`src/rtl/edge_event_counter_pkg.sv`:
```
// Shared state encoding, default widths and saturation-limit helper
// for edge_event_counter.
package edge_event_counter_pkg;

    localparam int CNT_W_DEF = 8;
    localparam int WIN_W_DEF = 16;

    typedef logic [1:0] state_t;

    localparam state_t IDLE  = 2'd0;
    localparam state_t COUNT = 2'd1;
    localparam state_t HOLD  = 2'd2;

    function automatic longint unsigned sat_limit(input int w);
        return (64'd1 << w) - 64'd1;
    endfunction

endpackage

```
`src/rtl/edge_event_counter_xdet.sv`:
```
// Mealy 1-bit transition detector; the first bit after init only
// sets the reference and never produces a pulse.
module edge_xdet (
    input  logic Clk,
    input  logic Clr_n,
    input  logic init,
    input  logic raw,
    output logic pulse
);

    logic prev;
    logic armed;

    always_ff @(posedge Clk) begin
        if (!Clr_n) begin
            prev  <= 1'b0;
            armed <= 1'b0;
        end else if (init) begin
            armed <= 1'b0;
        end else begin
            prev  <= raw;
            armed <= 1'b1;
        end
    end

    assign pulse = armed && (raw != prev);

endmodule

```
`src/rtl/edge_event_counter.sv`:
```
// Windowed, saturating event counter with valid/ready result.
// Define EDGE_DETECT_EN to count transitions of a raw serial bit.
module edge_event_counter
    import edge_event_counter_pkg::*;
#(
    parameter int CNT_W = CNT_W_DEF,
    parameter int WIN_W = WIN_W_DEF
) (
    input  logic             Clk,
    input  logic             Clr_n,
    input  logic             Start,
    input  logic [WIN_W-1:0] Win_len,
    input  logic             Edge,
    output logic [CNT_W-1:0] Count,
    output logic             Valid,
    input  logic             Ready,
    output logic             Busy,
    output logic             Sat
);

    localparam logic [CNT_W-1:0] LIMIT = CNT_W'(sat_limit(CNT_W));

    state_t           state;
    state_t           state_nx;
    logic [WIN_W-1:0] rem;
    logic [CNT_W-1:0] cnt;
    logic [CNT_W-1:0] cnt_nx;
    logic             sat;
    logic             start_ok;
    logic             pulse;

    assign start_ok = (state == IDLE) && Start;

`ifdef EDGE_DETECT_EN
    edge_xdet u_xdet (
        .Clk   (Clk),
        .Clr_n (Clr_n),
        .init  (start_ok),
        .raw   (Edge),
        .pulse (pulse)
    );
`else
    assign pulse = Edge;
`endif

    always_comb begin
        state_nx = state;
        case (state)
            IDLE: begin
                if (Start)
                    state_nx = (Win_len == '0) ? HOLD : COUNT;
            end
            COUNT: begin
                if (rem == WIN_W'(1))
                    state_nx = HOLD;
            end
            HOLD: begin
                if (Ready)
                    state_nx = IDLE;
            end
            default: state_nx = IDLE;
        endcase
    end

    // Holds at LIMIT instead of wrapping
    assign cnt_nx = (cnt == LIMIT) ? cnt : cnt + 1'b1;

    always_ff @(posedge Clk) begin
        if (!Clr_n) begin
            state <= IDLE;
            rem   <= '0;
            cnt   <= '0;
            sat   <= 1'b0;
        end else begin
            state <= state_nx;
            if (start_ok) begin
                rem <= Win_len;
                cnt <= '0;
                sat <= 1'b0;
            end else if (state == COUNT) begin
                rem <= rem - 1'b1;
                if (pulse) begin
                    cnt <= cnt_nx;
                    if (cnt_nx == LIMIT)
                        sat <= 1'b1;
                end
            end
        end
    end

    assign Count = cnt;
    assign Valid = (state == HOLD);
    assign Busy  = (state != IDLE);
    assign Sat   = sat;

endmodule
```
`config.mk`:
```
export PLATFORM = sky130hd
export DESIGN_NAME = edge_event_counter
export DESIGN_NICKNAME = d
export VERILOG_FILES = /design/src/rtl/edge_event_counter_pkg.sv /design/src/rtl/edge_event_counter_xdet.sv /design/src/rtl/edge_event_counter.sv
export SDC_FILE = /design/constraint.sdc
export NUM_CORES = 1
export LEC_CHECK = 0
export CAP_MARGIN = 15
export CORE_ASPECT_RATIO = 1.75
export CORE_MARGIN = 1.5
export CORE_UTILIZATION = 40
export DETAILED_ROUTE_END_ITERATION = 8
export PLACE_DENSITY = 0.67
export SLEW_MARGIN = 20
export SYNTH_ARGS = -nofsm -noshare
export SYNTH_HDL_FRONTEND = slang
export SYNTH_SLANG_ARGS = --single-unit
```
`constraint.sdc`:
```
create_clock -name Clk -period 2.1 [get_ports Clk]
set_input_delay 0.525 -clock Clk [delete_from_list [all_inputs] [get_ports Clk]]
set_output_delay 0.525 -clock Clk [all_outputs]
set_load 0.01 [all_outputs]
```
==> implementation parameters <==
Parameter                              Value

Status
  Status    finished, final reports clean

Timing
  Final setup violating endpoints    0
  Setup repair after global routing missed its margin    no
  Final sum of negative setup slack    0 ns
  Final clock skew    0.007417 ns
  Achievable frequency    between 400 and 500 MHz
  Post-route clock period utilization    97.12%
  Number of hold violations in the final report    0
  Min cycle time layout    2.040 ns
  Slew at the pin closest to its max-slew limit    0.5332 ns
  Final number of max-transition violations    0
  Slew margin rel.    64.08%

Finish
  Layout overhead on the synthesized area    33.00%
  Final cell area excluding filler cells    2188 um2
  Final-layout fill cell count    slightly below 400
  Most frequent standard cell in the layout excluding fill and tap cells    sky130_fd_sc_hd__clkdlybuf4s50_1
  Share of layout cells above drive strength 1    between 10% and 20%
  Utilization after layout    56.06%
  Leading cell types in the layout, fill and taps excluded    sky130_fd_sc_hd__clkdlybuf4s50_1 (30), sky130_fd_sc_hd__dfxtp_1 (27), sky130_fd_sc_hd__buf_4 (23), sky130_fd_sc_hd__nor2_1 (20), sky130_fd_sc_hd__nand2_1 (19)
  Number of nets in the layout    278
  ANT cells    0
  Combined area of the multi-input logic cells    about 1000 um2
  Area taken by flip-flops and latches    540.5 um2

Place
  GPL Wtd Cong    0.8434
  Detailed Place HPWL    3902 um
  Port Buffer Count    31
  Placed cell areas    2127 um2

Synthesis
  Post-Syn Area per Cell    7.948 um2
  Top_reg_cell synth    sky130_fd_sc_hd__dfxtp_1
  Async set or reset register ratio after synthesis    0%
  Instance count of the mapped netlist    207
  Synth cell types    53
  Synthesized cell area    1645 um2
  Share of synthesized area occupied by flip-flops and latches    32.85%
  Post-Synthesis Net Count    around 230
  Flip-flop and latch count after synthesis    27
  Number of warnings printed during yosys synthesis    0
  Count of flip-flops with a built-in enable after synthesis    0

Die
  Initial core utilization    42.15%
  Placement Rows    30
  Die Area    4522 um2
  Die Ht    about 88 um
  I/O pin count    32
  Width of the die    51.48 um
  Area of the core    3904 um2

Critical path
  Endpoint arrival time on the critical path    between 2 and 2.5 ns
  Critical Path Fanout Max    5
  Worst endpoint required time    2.27 ns
  Classification of the worst setup path    reg2reg
  Termination of the worst setup path    rem[10]
  Launching element of the worst setup path    rem[1]
  Stage delay of the slowest cell on the critical path    0.45 ns
  Reg2Reg Launch Point    rem[1]
  Worst reg-to-reg setup slack    0.06 ns
  Dominant delay contributor by cell family on the critical path    simple AND/OR/NAND/NOR gates
  Count of cell instances traversed by the critical path    7
  Critical path, cell by cell    inv_1 -> ha_1 -> or3b_2 -> or3_4 -> or4_1 -> nand3_1 -> a21oi_1
  Sum of buffers and inverters on the critical path    1
  Element type at the critical path end    flip-flop
  Reg2reg path depth    7
  Slowest CP cell    sky130_fd_sc_hd__or3b_2
  Kind of start point of the critical path    flip-flop
  Endpoint of the lowest-slack register-to-register path    rem[10]

Global route
  First-pass GRT wire length    7797 um
  Total global routing overflow    0
  Pin count of the biggest net entering global routing    17
  Antenna violations before repair    0
  GRT Util Overall    22.85%
  Via count of the first global-routing pass    about 1.7k

Power
  Switching portion of total power    31.69%
  Power share of the sequential group    roughly 45%
  Cell area power density    589.2 nW/um2
  Internal power    slightly below 900 uW
  Logic gate share of total power    31.7%
  Peak VDD IR    ~0.00028 V
  Leakage Power    0.0007830 uW
  Switching power total    408.6 uW
  Part of the power in the clock network    22.9%

Drt
  Count of antenna-violating nets left after detailed routing    0
  Vias post-DR    1783
  Detailed Route Iter0 Violations    44
  Residual DRC    0
  WL/cell    16.47 um
  Wire length reported by the detailed router    4958 um
  Via-to-Cell Ratio    5.924
  First-pass iteration count of the detailed router    4

Clock network
  TritonCTS clock tree    done
  Clock-pin slew on the worst setup and hold paths    0.10 ns
  Sinks on the clock net    27
  Post-CTS setup buffer count    0
  Root buffer cell    sky130_fd_sc_hd__clkbuf_8
  Clock latency on the worst-skew pair    0.27 ns
  Number of H-tree levels    1
  Maximum count of clock buffers along a single path    2
  TritonCTS buffer count    3

Flow run
  Number of max-cap violations    0

Min path
  Worst min-delay path class    reg2reg
==> stage by stage <==
stage	setup WS, ns	hold WS, ns	power [uW]	std cells
global placement	0.01982	0.4527	993.4	297
detailed placement	-0.02707	0.4613	996.9	297
finish	0.06044	0.4754	1289	301
floorplan	0.01551	0.4382	827.4	207
global route	0.002439	0.5058	1353	301
CTS	0.02018	0.4748	1290	301
==> cell usage after synthesis, types with 3 or more instances <==
master                     count  area [um2]
sky130_fd_sc_hd__a21oi_1      18       90.09
sky130_fd_sc_hd__a31oi_1       6       37.54
sky130_fd_sc_hd__clkbuf_1      9       33.78
sky130_fd_sc_hd__dfxtp_1      27       540.5
sky130_fd_sc_hd__ha_1          3       37.54
sky130_fd_sc_hd__inv_1         3       11.26
sky130_fd_sc_hd__mux2i_1       5       50.05
sky130_fd_sc_hd__nand2_1      19       71.32
sky130_fd_sc_hd__nand3_1       9       45.04
sky130_fd_sc_hd__nand4_1       4       25.02
sky130_fd_sc_hd__nor2_1       20       75.07
sky130_fd_sc_hd__nor2b_1       4       25.02
sky130_fd_sc_hd__nor3_1       11       55.05
sky130_fd_sc_hd__nor4_1        9       56.30
sky130_fd_sc_hd__o21ai_0      10       50.05
==> worst min-delay path by stage <==
stage	start	slack (ns)	to	cells past startpoint
6_report	rem[13]	0.48	rem[13]	2
3_5_place_dp	rem[10]	0.46	rem[10]	2
2_1_floorplan	rem[10]	0.44	rem[10]	2
5_1_grt	rem[10]	0.51	rem[10]	2
3_3_place_gp	rem[10]	0.45	rem[10]	2
4_1_cts	rem[10]	0.47	rem[10]	2
==> registers in the layout, summed over array words and instances (netlist names) <==
name   flops
rem       16
Count      8
state      2
Sat        1
==> layer usage <==
| metal | track usage [%] | wire length (um) |
|---|---|---|
| met1 | 22.28 | 1773 |
| met2 | 44.64 | 2713 |
| met3 | 2.048 | 228 |
| met4 | 13.16 | 243 |
| met5 | 0 | 0 |
==> power groups by stage <==
stage	clock (uW)	sequential, uW	combinational (uW)
floorplan	0	600	227
global placement	0	595	399
detailed placement	0	595	401
CTS	302	584	403
global route	321	591	440
finish	295	586	408
==> repair_timing <==
action                     in CTS  in global routing
hold buffers                    0                  0
setup endpoints to repair       0                  3
resized for setup               0                  3
==> area by class of cell <==
cell class / instances / share of cell area [%]
clock buffer: 3 / 1.887
timing repair buffer: 54 / 22.18
multi-input combinational: 164 / 47.57
inverter: 4 / 0.6861
clock inverter: 1 / 0.2287
sequential: 27 / 24.70
tap: 48 / 2.744
==> worst register-to-register path, delay by kind of cell (launching register included) <==
| family | cells | cell delay (ns) |
|---|---|---|
| DFF | 1 | 0.33 |
| and+or+nand+nor | 4 | 1.30 |
| adders and majority gates | 1 | 0.16 |
| buffers and inverters | 1 | 0.08 |
| AOI/OAI and AO/OA | 1 | 0.06 |
==> cells by family (layout without fill, tap and decap cells) <==
family	Yosys count	in the layout	share of synthesized area, %
muxes	6	6	3.726
xor gates and xnor gates	2	2	1.065
AOI/OAI and AO/OA	57	57	23.73
DFF	27	27	32.85
and+or+nand+nor	96	96	31.71
adders and majority gates	3	3	2.282
buffers and inverters	16	62	4.638
(Power assumes the default switching activity.)
